## config.mk

```make
export PLATFORM = sky130hd
export DESIGN_NAME = rvfpm_xif_issue_queue
export DESIGN_NICKNAME = d
export VERILOG_FILES = /design/src/rtl/rvfpm_pkg.sv /design/src/rtl/rvfpm_xif_decode.sv /design/src/rtl/rvfpm_xif_issue_queue.sv
export SDC_FILE = /design/constraint.sdc
export NUM_CORES = 1
export LEC_CHECK = 0
export CELL_PAD_IN_SITES_DETAIL_PLACEMENT = 0
export CELL_PAD_IN_SITES_GLOBAL_PLACEMENT = 1
export CORE_MARGIN = 2
export CORE_UTILIZATION = 40
export DETAILED_ROUTE_END_ITERATION = 12
export PLACE_DENSITY = 0.77
export SKIP_LAST_GASP = 1
export SLEW_MARGIN = 20
export SYNTH_ARGS = -nofsm -noshare
export SYNTH_HDL_FRONTEND = slang
export SYNTH_SLANG_ARGS = --single-unit
```

## constraint.sdc

```tcl
create_clock -name ck -period 4.6 [get_ports ck]
set_input_delay 0.46 -clock ck [delete_from_list [all_inputs] [get_ports ck]]
set_output_delay 0.46 -clock ck [all_outputs]
set_load 0.02 [all_outputs]
```

## src/rtl/rvfpm_pkg.sv

```systemverilog
// Shared definitions for the rvfpm offload path.
// Holds the RISC-V opcode constants the XIF classifier recognises, the
// single-precision format/width encodings, and the issue-queue entry record.
package rvfpm_pkg;

  localparam logic [6:0] OPC_OP_FP    = 7'b1010011;
  localparam logic [6:0] OPC_LOAD_FP  = 7'b0000111;
  localparam logic [6:0] OPC_STORE_FP = 7'b0100111;
  localparam logic [6:0] OPC_FMADD    = 7'b1000011;
  localparam logic [6:0] OPC_FMSUB    = 7'b1000111;
  localparam logic [6:0] OPC_FNMSUB   = 7'b1001011;
  localparam logic [6:0] OPC_FNMADD   = 7'b1001111;

  localparam logic [1:0] FMT_S    = 2'b00;
  localparam logic [2:0] W_FUNCT3 = 3'b010;

  // Widest XIF id an entry can hold; narrower ids are zero-extended on store.
  localparam int XIF_ID_MAX = 16;

  typedef struct packed {
    logic [31:0]           instr;
    logic [XIF_ID_MAX-1:0] id;
    logic [31:0]           rs0;
    logic                  committed;
    logic                  killed;
  } issue_entry_t;

endpackage

```

## src/rtl/rvfpm_xif_decode.sv

```systemverilog
// Combinational classifier: decides whether an instruction word is a
// single-precision FP instruction the rvfpm core executes.
// Ports:
//   instr  - 32-bit instruction word
//   accept - 1 when the word is OP-FP/FMA with fmt=S, or FLW/FSW
module rvfpm_xif_decode
  import rvfpm_pkg::*;
(
  input  logic [31:0] instr,
  output logic        accept
);

  logic [6:0] opcode;
  logic [1:0] fmt;
  logic [2:0] funct3;
  logic       unused_bits;

  assign opcode = instr[6:0];
  assign fmt    = instr[26:25];
  assign funct3 = instr[14:12];

  // Fields not involved in classification.
  assign unused_bits = ^{instr[31:27], instr[24:15], instr[11:7]};

  always_comb begin
    accept = 1'b0;
    case (opcode)
      OPC_OP_FP, OPC_FMADD, OPC_FMSUB, OPC_FNMSUB, OPC_FNMADD:
        accept = (fmt == FMT_S);
      OPC_LOAD_FP, OPC_STORE_FP:
        accept = (funct3 == W_FUNCT3);
      default:
        accept = 1'b0;
    endcase
  end

endmodule

```

## src/rtl/rvfpm_xif_issue_queue.sv

```systemverilog
// In-order issue queue between the CORE-V-XIF issue/commit interface and the
// rvfpm FPU. Accepted FP instructions are buffered with id and rs0; each entry
// is resolved by a commit or kill and committed entries leave in order.
// Ports:
//   ck, rst          - clock, synchronous active-low reset
//   issue_*          - XIF issue request; issue_accept is combinational
//   commit_*         - XIF commit/kill event, matched by id (oldest first)
//   fpu_valid/ready  - handshake toward the FPU, head contents on fpu_*
//   count            - number of occupied entries
module rvfpm_xif_issue_queue
  import rvfpm_pkg::*;
#(
  parameter int X_ID_WIDTH = 4,
  parameter int DEPTH      = 4
) (
  input  logic                         ck,
  input  logic                         rst,
  input  logic                         issue_valid,
  output logic                         issue_ready,
  input  logic [31:0]                  issue_instr,
  input  logic [X_ID_WIDTH-1:0]        issue_id,
  input  logic [31:0]                  issue_rs0,
  output logic                         issue_accept,
  input  logic                         commit_valid,
  input  logic [X_ID_WIDTH-1:0]        commit_id,
  input  logic                         commit_kill,
  output logic                         fpu_valid,
  input  logic                         fpu_ready,
  output logic [31:0]                  fpu_instr,
  output logic [X_ID_WIDTH-1:0]        fpu_id,
  output logic [31:0]                  fpu_rs0,
  output logic [$clog2(DEPTH+1)-1:0]   count
);

  localparam int PTR_W = $clog2(DEPTH);
  localparam int CNT_W = $clog2(DEPTH+1);

  issue_entry_t           mem_reg [DEPTH];
  logic [DEPTH-1:0]       valid_reg;
  logic [PTR_W-1:0]       head_reg;
  logic [PTR_W-1:0]       tail_reg;
  logic [CNT_W-1:0]       count_reg;

  issue_entry_t           head_entry;
  logic                   head_valid;
  logic                   push;
  logic                   pop;
  logic [XIF_ID_MAX-1:0]  commit_id_ext;
  logic [DEPTH-1:0]       match;
  logic                   hit;
  logic [PTR_W-1:0]       hit_idx;
  logic [PTR_W-1:0]       scan_idx;
  logic                   commit_hit;
  logic                   bypass;

  rvfpm_xif_decode u_decode (
    .instr  (issue_instr),
    .accept (issue_accept)
  );

  assign head_entry  = mem_reg[head_reg];
  assign head_valid  = valid_reg[head_reg];
  assign fpu_valid   = head_valid & head_entry.committed & ~head_entry.killed;
  assign fpu_instr   = head_entry.instr;
  assign fpu_id      = head_entry.id[X_ID_WIDTH-1:0];
  assign fpu_rs0     = head_entry.rs0;
  assign count       = count_reg;

  assign issue_ready = (count_reg != CNT_W'(DEPTH));
  assign push        = issue_valid & issue_ready & issue_accept;
  // Killed heads drain without a handshake; committed heads wait for the FPU.
  assign pop         = head_valid & (head_entry.killed | (fpu_valid & fpu_ready));

  assign commit_id_ext = XIF_ID_MAX'(commit_id);

  // An entry is a commit candidate while it is live and still unresolved.
  generate
    for (genvar gi = 0; gi < DEPTH; gi++) begin : g_match
      assign match[gi] = valid_reg[gi] & ~mem_reg[gi].committed &
                         ~mem_reg[gi].killed & (mem_reg[gi].id == commit_id_ext);
    end
  endgenerate

  // Scan from the head so that a reused id resolves the oldest instance.
  always_comb begin
    hit      = 1'b0;
    hit_idx  = '0;
    scan_idx = '0;
    for (int k = 0; k < DEPTH; k++) begin
      scan_idx = head_reg + PTR_W'(k);
      if (!hit && match[scan_idx]) begin
        hit     = 1'b1;
        hit_idx = scan_idx;
      end
    end
  end

  assign commit_hit = commit_valid & hit;
  // Commit arriving together with its own issue resolves the new entry.
  assign bypass     = commit_valid & ~hit & push & (commit_id == issue_id);

  always_ff @(posedge ck) begin
    if (!rst) begin
      for (int k = 0; k < DEPTH; k++) begin
        mem_reg[k] <= '0;
      end
      valid_reg <= '0;
      head_reg  <= '0;
      tail_reg  <= '0;
      count_reg <= '0;
    end else begin
      // The matched slot is live, so it can never be the tail slot being
      // written, and the popped head is already resolved, so it never matches.
      if (commit_hit) begin
        if (commit_kill) begin
          mem_reg[hit_idx].killed <= 1'b1;
        end else begin
          mem_reg[hit_idx].committed <= 1'b1;
        end
      end
      if (push) begin
        mem_reg[tail_reg] <= '{instr:     issue_instr,
                               id:        XIF_ID_MAX'(issue_id),
                               rs0:       issue_rs0,
                               committed: bypass & ~commit_kill,
                               killed:    bypass & commit_kill};
        valid_reg[tail_reg] <= 1'b1;
        tail_reg <= tail_reg + PTR_W'(1);
      end
      if (pop) begin
        valid_reg[head_reg] <= 1'b0;
        head_reg <= head_reg + PTR_W'(1);
      end
      case ({push, pop})
        2'b10:   count_reg <= count_reg + CNT_W'(1);
        2'b01:   count_reg <= count_reg - CNT_W'(1);
        default: count_reg <= count_reg;
      endcase
    end
  end

endmodule

```

==> impl_summary.txt <==
----------------------------------------------------
[Drt]
  Via count normalized by instance count ... 5.12
  Final routed wirelength across all metal layers ... 30400 um
  Number of design-rule violations left by the first detailed-router iteration ... 594
  Total DRC errors in the routed layout ... 0
  Post-route ant nets ... 0
  Drt first pass iters ... 5
  Mean routed wirelength per cell ... 20.4 um
  Via count ... 7612

[Cells and area]
  Number of fill cells in the layout ... 2848
  Design area ... 16400 sq um
  Max reg flops ... 280
  Leading cell type in the layout, fill and taps excluded ... sky130_fd_sc_hd__edfxtp_1
  Layout overhead on the synthesized area ... 22.2%
  Layout cells sized above 1 ... 0.154
  Total number of nets in the final design ... 1102
  Most used cells in the layout excluding fill and tap cells ... 280 x sky130_fd_sc_hd__edfxtp_1, 263 x sky130_fd_sc_hd__and2_1, 151 x sky130_fd_sc_hd__clkdlybuf4s50_1
  Share of the core filled with cells in the final layout ... 0.493

[CTS]
  Number of sinks handled by clock tree synthesis ... 293
  Root Buffer Master ... sky130_fd_sc_hd__clkbuf_16
  Number of buffers inserted by hold repair at cts ... 0
  Number of levels in the clock H-tree ... 1
  TritonCTS clock tree ... done
  Post-cts sizing count ... 0
  Source-to-sink clock delay at the later pin of the worst-skew pair ... 560 ps
  Number of buffers created by CTS ... 31
  Maximum count of clock buffers along a single path ... 3
  Post-CTS setup-driven buffer insertion count ... 0
  Clock input transition at the sequential cells of the worst setup and hold paths ... 60 ps

[Min path]
  Type of the worst min-delay path ... flop to flop

[STA]
  Final total negative setup slack ... 0 ps
  Final count of negative-setup-slack endpoints ... 0
  Worst-Margin Slew ... 742 ps
  Clock period minus final worst setup slack ... 3380 ps
  Fin. max-slew vios ... 0
  Period utilisation layout ... 0.735
  PnR worst setup slack ... 1220 ps
  Final hold violation count ... 0
  Unrepaired setup endpoints after global routing ... false
  Worst rel slew slack ... 0.505
  Final Skew ... 26.0 ps
  Highest clock rate ... 296 MHz

[Floorplanning]
  Die extent in x ... 187 um
  Area enclosed by the die boundary ... 35100 sq um
  Area of the core ... 33300 sq um
  Std-Cell Rows ... 67
  Initial standard-cell utilization of the core ... 0.404
  Chip Height ... 187 um
  Number of placed I/O pins ... 152

[Power and ir drop]
  Power density over the cells ... 344 nW/um^2
  Switching power ... 0.00117 W
  Clock network power share ... 0.414
  Comb power frac ... 0.053
  Net switching share of the total power ... 0.208
  Lkg Pwr ... 5.81 nW
  VDD IR-drop max ... 0.253 mV
  Part of the power in registers ... 0.534
  Internal power summed over all cells ... 0.00447 W

[Place]
  Placed Instance Area ... 15500 sq um
  Port Buf Inserts ... 151
  Last weighted congestion value of the routability-driven placer ... 0.818
  DP Worst Slack ... 964 ps
  Detailed placement HPWL ... 18700 um

[Logic synthesis]
  Net Count, Synth ... 952
  Largest area contributor in the netlist ... sky130_fd_sc_hd__edfxtp_1
  Fraction of post-synthesis cell area in the top cell type by area ... 0.626
  Netlist Area Pre-Place ... 13400 sq um
  Part of the Yosys area used for sequential elements ... 0.645
  Mean instance size in the synthesized netlist ... 15.5 sq um
  Most frequently used flop master after synthesis ... sky130_fd_sc_hd__edfxtp_1
  Yosys warning count ... 0
  Most area-consuming cells after synthesis ... sky130_fd_sc_hd__edfxtp_1 63%, sky130_fd_sc_hd__and2_1 12%, sky130_fd_sc_hd__mux4_2 12%
  Number of register bits inferred by synthesis ... 293
  Count of flip-flops with a built-in enable after synthesis ... 280
  Proportion of synthesized flip-flops having asynchronous set or reset ... 0
  Cells after synthesis ... 864
  Yosys cell types ... 65

[Setup path]
  Nature of the critical path startpoint ... flop
  Required time of the worst setup path ... 4140 ps
  Arr. time, crit path ... 2920 ps
  Critical path type ... flop to output port
  Crit. End Element ... output port
  Top fanout value on the critical path ... 38
  Register-to-register path setup slack ... 1640 ps

[GRT]
  GR Overflow Total ... 0
  All-layer global routing usage ... 0.173
  Largest net degree at the start of global routing ... 68
  Via count of the first global-routing pass ... 7868
  Antenna violations before repair ... 4
  Global-route wire length before repair ... 46800 um

[Outcome]
  Run status ... finished, final reports clean

[Run]
  Max capacitance violation total ... 0

----------------------------------------------------
[synth_stat cells, drive strengths merged (6+ instances only)]
cell	number
a21oi	14
and2	265
and3	8
buf	24
clkbuf	32
dfxtp	13
edfxtp	280
ha	9
inv	15
mux4	71
nand2	12
nand3	11
nor2	23
nor3	8
o21ai	6
xnor2	8
xor2	16
[worst paths after layout]
check                              start            to  cells after the start
worst max-delay path                flop  fpu_instr[5]                      3
worst min-delay path            count[2]      count[2]                      2
worst max register to register      flop      count[2]                      9
worst min register to register  count[2]      count[2]                      2
[kinds of logic after synthesis]
group,synth area share
AND/OR/NAND/NOR,0.155
flip-flops,0.645
AO/OA/AOI/OAI,0.0283
XOR/XNOR,0.0162
buffers and inverters,0.0251
multiplexers,0.121
adder cells (fa/ha/maj),0.00987
[power by group through the flow]
stage          sequential (W)  clock, W  combinational (W)
3_3_place_gp          0.00307         0           0.000302
4_1_cts               0.00302   0.00240           0.000303
6_report              0.00301   0.00234           0.000298
2_1_floorplan         0.00307         0           0.000125
3_5_place_dp          0.00307         0           0.000302
5_1_grt               0.00302   0.00249           0.000319
[routing by layer]
metal	up-vias	part of all wire	track usage
met5	-	0.0013	0
met4	6	0.020	0.0421
met3	40	0.061	0.0311
met2	237	0.49	0.292
met1	3821	0.43	0.234
li1	3508	-	-
[critical path, cell delays in order, from the launching register on]
cell                              delay, ps
sky130_fd_sc_hd__dfxtp_4                710
sky130_fd_sc_hd__buf_4                  590
sky130_fd_sc_hd__mux4_2                 450
sky130_fd_sc_hd__clkdlybuf4s50_1        590
[through the flow]
stage	power [W]	hold slack, ps	std cells
after floorplan	0.00319	499	864
after global placement	0.00337	499	1429
after global routing	0.00583	570	1486
after detailed placement	0.00337	507	1429
final	0.00565	516	1487
after CTS	0.00571	517	1486
[layout make-up]
cell class,count,area [sq um],area share
sequential,293,8680,0.528
multi-input combinational,499,4450,0.271
timing repair buffer,173,1730,0.105
clock buffer,39,806,0.0491
tap,448,561,0.0341
clock inverter,18,140,0.00853
inverter,16,62.6,0.00381
antenna,1,2.50,0.000152
Note: power is estimated with default switching activity, not from simulation.
